**config.mk**
```make
export PLATFORM = sky130hd
export DESIGN_NAME = round_robin_selector
export DESIGN_NICKNAME = d
export VERILOG_FILES = /design/src/rtl/round_robin_selector.sv
export SDC_FILE = /design/constraint.sdc
export NUM_CORES = 1
export LEC_CHECK = 0
export ABC_AREA = 1
export CELL_PAD_IN_SITES_DETAIL_PLACEMENT = 1
export CELL_PAD_IN_SITES_GLOBAL_PLACEMENT = 1
export CORE_UTILIZATION = 41
export DETAILED_ROUTE_END_ITERATION = 8
export GPL_TIMING_DRIVEN = 0
export PLACE_DENSITY_LB_ADDON = 0.3
export SLEW_MARGIN = 5
export SYNTH_ARGS = -nofsm -noshare
export SYNTH_HDL_FRONTEND = slang
export SYNTH_SLANG_ARGS = --single-unit
export TNS_END_PERCENT = 5
```
**constraint.sdc**
```tcl
create_clock -name clk -period 2.05 [get_ports clk]
set_input_delay 0.3075 -clock clk [delete_from_list [all_inputs] [get_ports clk]]
set_output_delay 0.3075 -clock clk [all_outputs]
set_load 0.02 [all_outputs]
```
**src/rtl/round_robin_selector.sv**
```systemverilog
// ============================================================================
// round_robin_selector : 4-way round-robin select for a downstream 4:1 mux
// Revision 1.0
// ============================================================================
`default_nettype none

module round_robin_selector #(
  parameter int unsigned MAX_HOLD = 4
) (
  input  logic clk,
  input  logic reset,
  input  logic req0,
  input  logic req1,
  input  logic req2,
  input  logic req3,
  input  logic advance,
  output logic address0,
  output logic address1,
  output logic valid,
  output logic timeout
);

  typedef enum logic [0:0] {
    IDLE  = 1'b0,
    GRANT = 1'b1
  } state_t;

  localparam bit          TIMEOUT_EN = (MAX_HOLD != 0);
  localparam int unsigned HOLD_M1    = (MAX_HOLD == 0) ? 0 : MAX_HOLD - 1;
  localparam logic [7:0]  HOLD_LAST  = HOLD_M1[7:0];

  state_t      state_q, state_d;
  logic [1:0]  last_q, last_d;
  logic [1:0]  addr_q, addr_d;
  logic [7:0]  hcnt_q, hcnt_d;
  logic        valid_q, valid_d;
  logic        timeout_q, timeout_d;

  logic [3:0]  req_vec;
  logic [2:0]  win_idle;
  logic [2:0]  win_rot;
  logic        hold_expired;

  // Returns {found, index}; the scan runs farthest-first so the nearest hit wins.
  function automatic logic [2:0] arbitrate(input logic [1:0] base, input logic [3:0] req);
    logic [2:0] res;
    logic [1:0] idx;
    res = 3'b000;
    for (int k = 4; k >= 1; k--) begin
      idx = base + 2'(k);
      if (req[idx]) res = {1'b1, idx};
    end
    return res;
  endfunction

  assign req_vec      = {req3, req2, req1, req0};
  assign win_idle     = arbitrate(last_q, req_vec);
  assign win_rot      = arbitrate(addr_q, req_vec);
  assign hold_expired = TIMEOUT_EN && (hcnt_q == HOLD_LAST);

  always_comb begin
    state_d   = state_q;
    last_d    = last_q;
    addr_d    = addr_q;
    hcnt_d    = hcnt_q;
    valid_d   = valid_q;
    timeout_d = 1'b0;
    case (state_q)
      IDLE: begin
        valid_d = 1'b0;
        if (win_idle[2]) begin
          state_d = GRANT;
          addr_d  = win_idle[1:0];
          valid_d = 1'b1;
          hcnt_d  = 8'd0;
        end
      end
      GRANT: begin
        if (advance || !req_vec[addr_q] || hold_expired) begin
          last_d = addr_q;
          hcnt_d = 8'd0;
          if (win_rot[2]) begin
            addr_d    = win_rot[1:0];
            valid_d   = 1'b1;
            // Only a pure hold expiry (no advance, requester still up) is a forced rotation.
            timeout_d = !advance && req_vec[addr_q];
          end else begin
            state_d = IDLE;
            valid_d = 1'b0;
          end
        end else begin
          hcnt_d = hcnt_q + 8'd1;
        end
      end
      default: begin
        state_d = IDLE;
        valid_d = 1'b0;
      end
    endcase
  end

  always_ff @(posedge clk) begin
    if (reset) begin
      state_q   <= IDLE;
      last_q    <= 2'd3;
      addr_q    <= 2'd0;
      hcnt_q    <= 8'd0;
      valid_q   <= 1'b0;
      timeout_q <= 1'b0;
    end else begin
      state_q   <= state_d;
      last_q    <= last_d;
      addr_q    <= addr_d;
      hcnt_q    <= hcnt_d;
      valid_q   <= valid_d;
      timeout_q <= timeout_d;
    end
  end

  assign address0 = addr_q[0];
  assign address1 = addr_q[1];
  assign valid    = valid_q;
  assign timeout  = timeout_q;

endmodule

`default_nettype wire

```
==> summary.md <==
| Metric | Value |
|---|---|
| Hold path start | `reset` |
| HPWL after detailed placement | `2370 um` |
| Max Cap Violations | `0` |
| R2R Setup Slk | `0.52 ns` |
| Max-slew violations | `0` |
| Port Buffers | `9` |
| ANT cells | `0` |
| Pin count of the biggest net entering global routing | `11` |
| Vias in the first global route | `1136` |
| Maximum vdd drop | `0.597 mV` |
| Synth warn | `0` |
| Clk slew on worst S/H paths | `0.10 ns` |
| RSZ-0062 raised after global routing | `false` |
| I/O pin total | `11` |
| Worst Hold Depth | `2` |
| P per Cell Area | `1100 nW/um2` |
| Worst Path Class, Setup | `reg -> out` |
| Worst R2R End | `addr_q[0]$_SDFFE_PP0P_` |
| Area contributors post-synth | `dfxtp_1 28%, nand2_1 25%, nand3_1 8.3%` |
| Crit end category | `output pin` |
| Post-CTS setup buffer count | `0` |
| Post-cts repair resize count | `0` |
| Hold-fix buffers at CTS | `0` |
| Critical Path Start Type | `flop` |
| Avg WL per Cell | `13.2 um` |
| CTS Buffer Depth | `2` |
| Final setup margin | `0.313 ns` |
| Total power | `1.36 mW` |
| Req. time, crit path | `1.74 ns` |
| Syn nets | `191` |
| GR Overflow Total | `0` |
| Initial DRC Count | `19` |
| Relative slew slack | `0.779` |
| H-tree lvl count | `1` |
| First-pass GRT wire length | `4760 um` |
| Status | `finished, final reports clean` |
| Cell Area, Synth | `1080 um2` |
| Number of synthesized register bits | `15` |
| WP buf/inv | `1` |
| Placed instance count | `222` |
| Via count | `1193` |
| Starting Density | `0.437` |
| Post-Place Worst Slack | `0.153 ns` |
| Clk root buf | `clkbuf_4` |
| Post-route DRC | `0` |
| Critical Path AT | `1.43 ns` |
| Fraction of layout cells with a size suffix above 1 | `0.0867` |
| Worst hold endpoint | `hcnt_q[7]$_SDFFE_PP0P_` |
| Worst-margin pin slew | `0.332 ns` |
| Die area | `2850 um2` |
| Nets | `205` |
| Area growth from synthesis to layout | `14.3%` |
| Initial antenna violation count | `0` |
| Core ar. | `2480 um2` |
| Leak | `0.602 nW` |
| Crit path max fanout | `7` |
| Die Wd | `53.4 um` |
| Final setup viols | `0` |
| R2r startpoint | `addr_q[1]$_SDFFE_PP0P_` |
| Count of final hold-check violations | `0` |
| Worst Hold Class | `in -> reg` |
| Routed Antenna Nets | `0` |
| Final Wtd Congestion | `0.839` |
| Cts bufs inserted | `3` |
| Reg2Reg Depth | `11` |
| Final period utilization | `0.847` |
| Setup TNS | `0 ns` |
| First-pass DRT Iterations | `4` |
| Worst-path cell chain | `clkdlybuf4s50_1` |
| Tmin final | `1.74 ns` |
| Largest area contributor in the netlist | `dfxtp_1` |
| Register area share after synthesis | `0.277` |
| Top-area cell type share of the netlist area | `0.277` |
| Delay-heaviest family, CP | `buffers and inverters` |
| Vias per Instance | `5.28` |
| Overall routed net length | `2980 um` |
| Final clock skew | `0.00132 ns` |
| Avg Inst Size Synth | `5.92 um2` |
| CP peak stage delay | `0.65 ns` |
| Worst path slowest cell | `clkdlybuf4s50_1` |
| TritonCTS clock tree | `done` |
| Max Clock Freq | `576 MHz` |
| Cell Rows | `18` |
| GRT Total Usage | `0.234` |
| Die Ht | `53.4 um` |
| Cell Count, Final, Fillers Out | `226` |
| Clk_lat worst skew | `0.29 ns` |
| Cell variety after synth | `25` |
| Cells after Synth | `183` |
| CP Depth | `1` |
| CTS Sinks | `15` |
==> power by group <==
| group | switching, mW | leakage, nW | total, mW | internal [mW] |
|---|---|---|---|---|
| combinational | 0.501 | 0.462 | 0.783 | 0.281 |
| sequential | 0.0576 | 0.123 | 0.395 | 0.337 |
| clock | 0.106 | 0.0177 | 0.179 | 0.0727 |
| total | 0.665 | 0.602 | 1.36 | 0.691 |
==> sequential cells by signal, indices dropped and copies added, names as in the netlist <==
register and cells:
last_q 2, hcnt_q 8, addr_q 2, valid 1, state_q 1, timeout 1
==> metrics by stage <==
step                      area (um2)  hold slack (ns)  utilization
final                           1240            0.198        0.500
after global routing            1240            0.203        0.500
after CTS                       1240            0.191        0.500
after detailed placement        1210            0.475        0.489
after global placement          1210            0.456        0.489
after floorplan                 1080            0.385            -
==> cell usage after synthesis, drive strengths merged <==
library cell,count
nand2,75
inv,23
nand3,18
nor2,16
dfxtp,15
a21oi,11
o21ai,7
nand4,5
buf,3
o211ai,2
and3,1
ha,1
nor3,1
nor4,1
o21a,1
o21bai,1
o22ai,1
xor2,1
==> layer usage <==
layer | GRT usage | share of wire | vias to the layer above
li1 | - | - | 620
met5 | 0 | 0 | -
met4 | 0.0965 | 0.013 | 0
met3 | 0.0172 | 0.016 | 6
met2 | 0.448 | 0.53 | 11
met1 | 0.258 | 0.43 | 556
==> worst max path at each step <==
stage,slack [ns],start,endpoint
2_1_floorplan,0.64,addr_q[0]$_SDFFE_PP0P_,addr_q[0]$_SDFFE_PP0P_
3_3_place_gp,0.21,req1,addr_q[0]$_SDFFE_PP0P_
3_5_place_dp,0.15,req3,addr_q[0]$_SDFFE_PP0P_
4_1_cts,0.29,addr_q[1]$_SDFFE_PP0P_,address1
5_1_grt,0.25,addr_q[1]$_SDFFE_PP0P_,address1
6_report,0.31,addr_q[1]$_SDFFE_PP0P_,address1
==> placed cells by master (no fill, tap or decap), drive strengths merged <==
cell and instances:
nand2 75, inv 23, nand3 18, nor2 16
dfxtp 15, a21oi 11, clkdlybuf4s50 9, o21ai 7
nand4 5, buf 3, clkbuf 3, o211ai 2
o21a 1, nor3 1, xor2 1, o21bai 1
o22ai 1, and3 1, nor4 1, ha 1
clkinv 1
==> area by class of cell <==
| cell class | instances | area [um2] |
|---|---|---|
| sequential | 15 | 300 |
| inverter | 23 | 91.3 |
| tap | 30 | 37.5 |
| fill | 366 | 1240 |
| clock inverter | 1 | 5.00 |
| buffer | 3 | 33.8 |
| clock buffer | 3 | 22.5 |
| multi-input combinational | 142 | 658 |
| timing repair buffer | 9 | 90.1 |
==> cells by family after synthesis <==
logic type	count (synthesis)	share of synthesized area
adders and majority gates	1	0.0115
DFF	15	0.277
xor gates and xnor gates	1	0.00808
and+or+nand+nor	117	0.468
AOI/OAI and AO/OA	23	0.120
buffers and inverters	26	0.115
(Power assumes the default switching activity.)
